### config.mk
export PLATFORM = sky130hd
export DESIGN_NAME = vga_event_queue
export DESIGN_NICKNAME = d
export VERILOG_FILES = /design/src/rtl/vga_event_queue.sv
export SDC_FILE = /design/constraint.sdc
export NUM_CORES = 1
export LEC_CHECK = 0
export BUFFER_PORTS_ARGS = -buffer_cell sky130_fd_sc_hd__clkbuf_2
export CORE_MARGIN = 10
export CORE_UTILIZATION = 60
export CTS_CLUSTER_DIAMETER = 50
export CTS_CLUSTER_SIZE = 40
export DETAILED_ROUTE_END_ITERATION = 10
export PLACE_DENSITY = 0.8
export SYNTH_ARGS = -nofsm -noshare
export SYNTH_HDL_FRONTEND = slang
export SYNTH_SLANG_ARGS = --single-unit
### constraint.sdc
create_clock -name iClock -period 4.2 [get_ports iClock]
set_clock_uncertainty 0.2 [all_clocks]
set_input_delay 0.84 -clock iClock [delete_from_list [all_inputs] [get_ports iClock]]
set_output_delay 0.84 -clock iClock [all_outputs]
set_load 0.05 [all_outputs]
### src/rtl/vga_event_queue.sv
// Edge-detects note and button requests, queues them in a DEPTH-entry FIFO and presents each
// to the display stage for DRAW_GAP cycles. Defining VGA_EVQ_STATUS_EN adds oOverflow and oLevel.
module vga_event_queue #(
    parameter int DRAW_GAP = 18,
    parameter int DEPTH    = 4
) (
    input  logic       iClock,
    input  logic       iResetn,
    input  logic       iNoteValid,
    input  logic [3:0] iNote,
    input  logic       iOctUp,
    input  logic       iOctDn,
    input  logic       iAdsrUp,
    input  logic       iAdsrDn,
    output logic [3:0] oNote,
    output logic       oNoteIn,
    output logic       oOctavePlusPlus,
    output logic       oOctaveMinusMinus,
    output logic       oAdsrPlusPlus,
    output logic       oAdsrMinusMinus
`ifdef VGA_EVQ_STATUS_EN
    ,
    output logic       oOverflow,
    output logic [4:0] oLevel
`endif
);
    localparam int AW = $clog2(DEPTH);
    localparam int CW = AW + 1;

    typedef enum logic [1:0] {IDLE, ISSUE, HOLD} state_e;
    typedef enum logic [2:0] {EV_NOTE, EV_OCTUP, EV_OCTDN, EV_ADSRUP, EV_ADSRDN} ev_e;
    typedef struct packed {
        ev_e        kind;
        logic [3:0] note;
    } entry_t;

    logic [8:0]    raw, s1_q, s2_q;
    logic [4:0]    rise, edge_v, pend_q, pend_d, win_oh;
    logic [2:0]    win_idx;
    logic [3:0]    note_code_q, note_code_d;
    logic [AW-1:0] wr_ptr_q, rd_ptr_q;
    logic [CW-1:0] count_q, count_d;
    logic          enq_valid, full, empty, push, pop;
    entry_t        mem [DEPTH];
    entry_t        head, wr_entry;
    state_e        state_q, state_d;
    logic [5:0]    cnt_q, cnt_d;
    logic [3:0]    note_q, note_d, flags_q, flags_d;
    logic          strobe_q, strobe_d;

    // Bit order: {note[3:0], adsr_dn, adsr_up, oct_dn, oct_up, note_valid}.
    assign raw    = {iNote, iAdsrDn, iAdsrUp, iOctDn, iOctUp, iNoteValid};
    assign rise   = s1_q[4:0] & ~s2_q[4:0];
    assign edge_v = {rise[4:1], rise[0] & (s1_q[8:5] < 4'd12)};

    always_comb begin
        win_oh  = '0;
        win_idx = '0;
        for (int i = 4; i >= 0; i--) begin
            if (pend_q[i]) begin
                win_oh     = '0;
                win_oh[i]  = 1'b1;
                win_idx    = 3'(i);
            end
        end
    end

    assign enq_valid     = |pend_q;
    assign full          = (count_q == CW'(DEPTH));
    assign empty         = (count_q == '0);
    assign push          = enq_valid && (!full || pop);
    assign pend_d        = (pend_q & ~win_oh) | (edge_v & ~pend_q);
    assign note_code_d   = (edge_v[0] && !pend_q[0]) ? s1_q[8:5] : note_code_q;
    assign wr_entry.kind = ev_e'(win_idx);
    assign wr_entry.note = note_code_q;
    assign head          = mem[rd_ptr_q];

    always_comb begin
        case ({push, pop})
            2'b10:   count_d = count_q + CW'(1);
            2'b01:   count_d = count_q - CW'(1);
            default: count_d = count_q;
        endcase
    end

    always_comb begin
        state_d  = state_q;
        cnt_d    = cnt_q;
        note_d   = note_q;
        flags_d  = flags_q;
        strobe_d = 1'b0;
        pop      = 1'b0;
        case (state_q)
            IDLE: begin
                note_d  = '0;
                flags_d = '0;
                if (!empty) begin
                    pop      = 1'b1;
                    strobe_d = 1'b1;
                    state_d  = ISSUE;
                    note_d   = (head.kind == EV_NOTE) ? head.note : 4'hF;
                    case (head.kind)
                        EV_OCTUP:  flags_d = 4'b1000;
                        EV_OCTDN:  flags_d = 4'b0100;
                        EV_ADSRUP: flags_d = 4'b0010;
                        EV_ADSRDN: flags_d = 4'b0001;
                        default:   flags_d = 4'b0000;
                    endcase
                end
            end
            ISSUE: begin
                cnt_d   = '0;
                state_d = HOLD;
            end
            HOLD: begin
                if (cnt_q == 6'(DRAW_GAP - 2)) begin
                    state_d = IDLE;
                    cnt_d   = '0;
                    note_d  = '0;
                    flags_d = '0;
                end else begin
                    cnt_d = cnt_q + 6'd1;
                end
            end
            default: state_d = IDLE;
        endcase
    end

    always_ff @(posedge iClock) begin
        if (!iResetn) begin
            // NOTE: both stages track the live inputs during reset, so a level already high at
            // release looks old and produces no edge.
            s1_q        <= raw;
            s2_q        <= raw;
            pend_q      <= '0;
            note_code_q <= '0;
            wr_ptr_q    <= '0;
            rd_ptr_q    <= '0;
            count_q     <= '0;
            state_q     <= IDLE;
            cnt_q       <= '0;
            note_q      <= '0;
            flags_q     <= '0;
            strobe_q    <= 1'b0;
        end else begin
            s1_q        <= raw;
            s2_q        <= s1_q;
            pend_q      <= pend_d;
            note_code_q <= note_code_d;
            count_q     <= count_d;
            state_q     <= state_d;
            cnt_q       <= cnt_d;
            note_q      <= note_d;
            flags_q     <= flags_d;
            strobe_q    <= strobe_d;
            if (push) wr_ptr_q <= wr_ptr_q + AW'(1);
            if (pop)  rd_ptr_q <= rd_ptr_q + AW'(1);
        end
    end

    // NOTE: storage is not reset; the pointers and occupancy define which entries are valid.
    always_ff @(posedge iClock) begin
        if (push) mem[wr_ptr_q] <= wr_entry;
    end

`ifdef VGA_EVQ_STATUS_EN
    logic overflow_q, drop;
    assign drop = (enq_valid && !push) || (|(edge_v & pend_q));

    always_ff @(posedge iClock) begin
        if (!iResetn) overflow_q <= 1'b0;
        else if (drop) overflow_q <= 1'b1;
    end

    assign oOverflow = overflow_q;
    assign oLevel    = 5'(count_q);
`endif

    assign oNote             = note_q;
    assign oNoteIn           = strobe_q;
    assign oOctavePlusPlus   = flags_q[3];
    assign oOctaveMinusMinus = flags_q[2];
    assign oAdsrPlusPlus     = flags_q[1];
    assign oAdsrMinusMinus   = flags_q[0];
endmodule

Word-level counts from Yosys, hierarchy flattened. Memory sizes are Yosys's and may differ from the RTL's. A register that Yosys moved wholly into a read port is not among the register bits. Index checks and enable logic that the tools add are counted.

Add/sub/neg operators: 5. $lt $le $gt $ge: 1. Eq/ne operators: 12. Mux-type cells: 30. Bitwise operators: 8. Reduce and logical (&&, ||, !) cells: 14.

Operators by type and width (number): $mux W5 (6); $mux W4 (4); $pmux W4 S2 (2); $pmux W4 S4 (1); $and A5 B5 Y5 (3); $mux W3 (5); $not A5 Y5 (3); $pmux W6 S2 (1); $mux W2 (4); $add A6 B1 Y6 const B (1); $eq A3 B2 Y1 const B (2); $eq A3 B3 Y1 const B (2); $eq A6 B5 Y1 const B (1); $logic_not A3 Y1 (2); $mux W6 (1); $pmux W2 S3 (1); $pmux W3 S2 (1); $reduce_bool A2 Y1 (3); $or A5 B5 Y5 (1); $reduce_or A5 Y1 (1); $add A2 B1 Y2 const B (2); $eq A2 B1 Y1 const B (2); $eq A2 B2 Y1 const B (2); $lt A4 B4 Y1 const B (1); other kinds (11) (18).

Register bits: 47. RAM bits: 28. Logic and storage cells: 83. Memories: 1.

Memory list: mem (words 4, width 7, read ports 1, clocked after memory_dff 1, write ports 1, line 44) `entry_t mem [DEPTH];`.

Logic depth before layout (Yosys ltp).
Word-level depth: 8. Gate-level depth with buffers: 9.

Worst setup path after synthesis. OpenSTA, ideal clock, no wires.

Path kind: register to register. Start point: register pend_q[0]. End point: register count_q[1]. Setup time: 120 ps. Arrival time: 2262 ps. Data required time: 3880 ps. Setup slack: 1618 ps. Cell stages (with the launch flop): 9. Path buffers: 1. Period minus slack after synthesis: 2582 ps. Cell sequence: dfxtp_1 -> or4_1 -> buf_6 -> nand2b_1 -> nor2_1 -> fa_1 -> o211ai_1 -> mux2i_1 -> o31a_1.

Longest elaborated chain between the ends: 4.

RTL lines: from (decl) (line 38) `logic [4:0] rise, edge_v, pend_q, pend_d, win_oh;`; from (signal assigned) (line 148) `pend_q <= pend_d;`; $reduce_or A5 Y1 (*) (line 68) `assign enq_valid = |pend_q;`; $logic_and A1 B1 Y1 (*) (line 71) `assign push = enq_valid && (!full || pop);`; $eq A2 B1 Y1 or $eq A2 B2 Y1 (tied branches) (line 79) `case ({push, pop})`; $pmux W3 S2 (*) (line 79); via count_d[1] (line 42) `logic [CW-1:0] count_q, count_d;`; to (signal assigned) (line 150) `count_q <= count_d;`; to (decl) (line 42).

Mark *: on every way through the listed nets, which the timed path passes. The rest lies on a longest branch. A chain may end at the register's enable or synchronous reset.

Worst setup path after layout. Ends and elaborated chain as after synthesis.

==> impl_metrics.tcl <==
set metrics [dict create \
    grt_overflow 0 \
    tns_ns 0 \
    wl_mm 4.816 \
    syn_inst 259 \
    syn_nets 280 \
    slew_headroom_pct 51.49 \
    syn_to_final_growth_pct 9.637 \
    antenna-diode-count 0 \
    slew_violations 0 \
    min_path_cells 2 \
    syn_avg_cell_area_um2 11.83 \
    path_buf_inv 0 \
    gp_congestion 0.8464 \
    cpLargestDelayFamily "simple AND/OR/NAND/NOR gates" \
    tightest_slew_ns 0.7233 \
    drt-pass1-iter-count 4 \
    cts_tree "done" \
    synth_seq_cells 77 \
    dieArea_um2 8366 \
    wl_per_cell_um 13.76 \
    die_h_um 91.47 \
    met3_length_um 257 \
    cp_slowest_cell "or4_1" \
    drtAntennaViolNets 0 \
    cts_hold_buf 0 \
    finalCritPeriodShare_pct 68.50 \
    path_cells "or4_1 > nand2b_1 > nor2_1 > fa_1 > o211ai_1 > mux2i_1 > o31a_1" \
    met2_length_mm 2.205 \
    synth_seq_area_share_pct 59.45 \
    grt_pass1_wl_mm 8.514 \
    cts_resized 0 \
    arrival_ns 2.91 \
    final_nets 299 \
    leakagePower_nw 1.279 \
    crit_start "pend_q[0]" \
    grt_setup_unrepaired "false" \
    hold_path_class "reg2reg" \
    cp-start-kind "register" \
    hold_violations 0 \
    core_um2 4848 \
    grt_pass1_vias 1869 \
    vias_per_cell 5.337 \
    cp.required_ns 4.24 \
    std_cell_rows 25 \
    rrSetupSlack_ns 1.32 \
    drive_gt1_share_pct 18.37 \
    track_usage_pct 12.62 \
    reg2reg_to "count_q[1]" \
    power_density_nw_per_um2 629.5 \
    drtIter0Drc 71 \
    finalSetupViolCount 0 \
    cts.sinks 77 \
    path_class "reg2reg" \
    reg2reg_depth 7 \
    io_pins 20 \
    ys_types 42 \
    clockBufferDepth 2 \
    worst_hold_startpoint "oNote[2]" \
    ys_warn_count 0 \
    syn-cell-area_um2 3064 \
    met1Wirelength_mm 2.226 \
    ir_worst_vdd_mv 0.3106 \
    finalPower_mw 2.115 \
    drc 0 \
    antenna_found_initial 0 \
    cts_buffers 9 \
    grt_max_degree 23 \
    root_buffer "clkbuf_8" \
    slowest_delay_ns 0.73 \
    r2r_start "pend_q[0]" \
    clock_latency_ns 0.35 \
    hold_end "oNote[2]" \
    highest_layer "met4" \
    cts.clk_slew.worst_paths_ns 0.08 \
    die_w_um 91.47 \
    htreeDepth 3 \
    path_max_fanout 10 \
    fin_crit_ns 2.877 \
    outcome "complete, no violations" \
    dpl.hpwl_mm 3.348 \
    timing.fmax_ghz 0.3476 \
    start_util_pct 63.20 \
    vias 1868 \
    post-cts-setup-buffers 0 \
    worst_setup_path_end_kind "register" \
    maxCapViolations 0 \
    port_buffers 19 \
]
==> how the worst max path moves through the flow <==
stage / cells after the start / slack [ns] / to
finish: 7 / 1.32 / count_q[1]
detailed placement: 7 / 1.35 / count_q[1]
floorplan: 8 / 1.62 / count_q[1]
global route: 7 / 1.20 / count_q[1]
CTS: 7 / 1.33 / count_q[1]
global placement: 7 / 1.48 / count_q[1]
==> Yosys cell counts, drive strengths merged <==
cell type | n | share of area, %
nor2b | 1 | 0.20
xor2 | 3 | 0.86
or4 | 1 | 0.25
clkbuf | 8 | 0.98
buf | 3 | 0.65
nor3b | 2 | 0.49
o22ai | 5 | 1.0
nand2 | 8 | 0.98
inv | 18 | 2.2
a211oi | 1 | 0.25
or3b | 1 | 0.29
edfxtp | 28 | 27
mux2 | 5 | 1.8
nand4 | 2 | 0.41
dfxtp | 49 | 32
and2 | 5 | 1.0
mux4 | 7 | 5.1
nand2b | 4 | 0.82
o32a | 1 | 0.73
o211ai | 2 | 0.65
o211a | 1 | 0.33
o31ai | 1 | 0.41
or3 | 2 | 0.57
o31a | 1 | 0.29
nor2 | 35 | 4.3
nand3b | 3 | 0.73
a31oi | 3 | 0.82
o21ai | 14 | 2.3
xnor2 | 5 | 1.4
mux2i | 7 | 2.3
nor3 | 6 | 0.98
fa | 1 | 0.65
nor4 | 1 | 0.41
a21oi | 11 | 1.8
nand3 | 5 | 0.82
ha | 9 | 3.7
==> metal layers <==
layer,up-vias,track usage [%]
li1,952,-
met1,862,14.59
met2,41,19.25
met3,13,5.432
met4,0,7.050
met5,-,0
==> where the power goes <==
| part | internal, mW | total (mW) | switching (mW) |
|---|---|---|---|
| registers | 0.897 | 0.996 | 0.0992 |
| clock network | 0.213 | 0.473 | 0.261 |
| logic | 0.266 | 0.646 | 0.380 |
==> cells by family (layout without fill, tap and decap cells) <==
family	Yosys count	in the layout	synth area share (%)
mux	19	19	9.269
buf+inv	29	53	3.838
xor+xnor	8	8	2.287
compound gates	40	40	8.575
flops	77	77	59.45
simple gates	76	76	12.25
fa+ha+maj	10	10	4.328
==> registers in the layout, summed over array words and instances, names as in the netlist, named ones only <==
| name | cells |
|---|---|
| rd_ptr_q | 2 |
| flags_q | 4 |
| pend_q | 5 |
| count_q | 3 |
| note_code_q | 4 |
| s2_q | 5 |
| s1_q | 9 |
| state_q | 2 |
| oNoteIn | 1 |
| wr_ptr_q | 2 |
| oNote | 4 |
| cnt_q | 6 |
| mem | 28 |
==> cell usage in the layout, fill, tap and decap left out, drive strengths merged, types with 8 or more instances in the layout <==
master,count
a21oi,11
nand2,8
edfxtp,28
clkbuf,29
inv,19
nor2,35
dfxtp,49
ha,9
o21ai,14
==> per-stage QoR <==
step / setup slack, ns / hold WS, ns / instances / utilization [%] / instance area, um^2
CTS: 1.333 / 0.2718 / 350 / 69.29 / 3359
global route: 1.198 / 0.2832 / 350 / 69.29 / 3359
finish: 1.323 / 0.2684 / 350 / 69.29 / 3359
global placement: 1.477 / 0.2432 / 334 / 65.86 / 3193
floorplan: 1.618 / 0.2365 / 259 / - / 3064
detailed placement: 1.349 / 0.2520 / 334 / 65.86 / 3193
==> worst min-delay path: cells and delay by family (launching register included) <==
kind / cells / cell delay (ns)
flip-flops: 1 / 0.31
buffers and inverters: 1 / 0.04
AO/OA/AOI/OAI: 1 / 0.07
==> cell type report <==
type / instances / area [um^2]
Timing Repair Buffer: 19 / 95.09
Inverter: 18 / 67.56
Multi-Input combinational cell: 153 / 1125
Tap cell: 67 / 83.83
Clock buffer: 10 / 127.6
Fill cell: 375 / 1489
Sequential cell: 77 / 1822
Clock inverter: 6 / 38.79
Power figures use the tool's default switching activity.
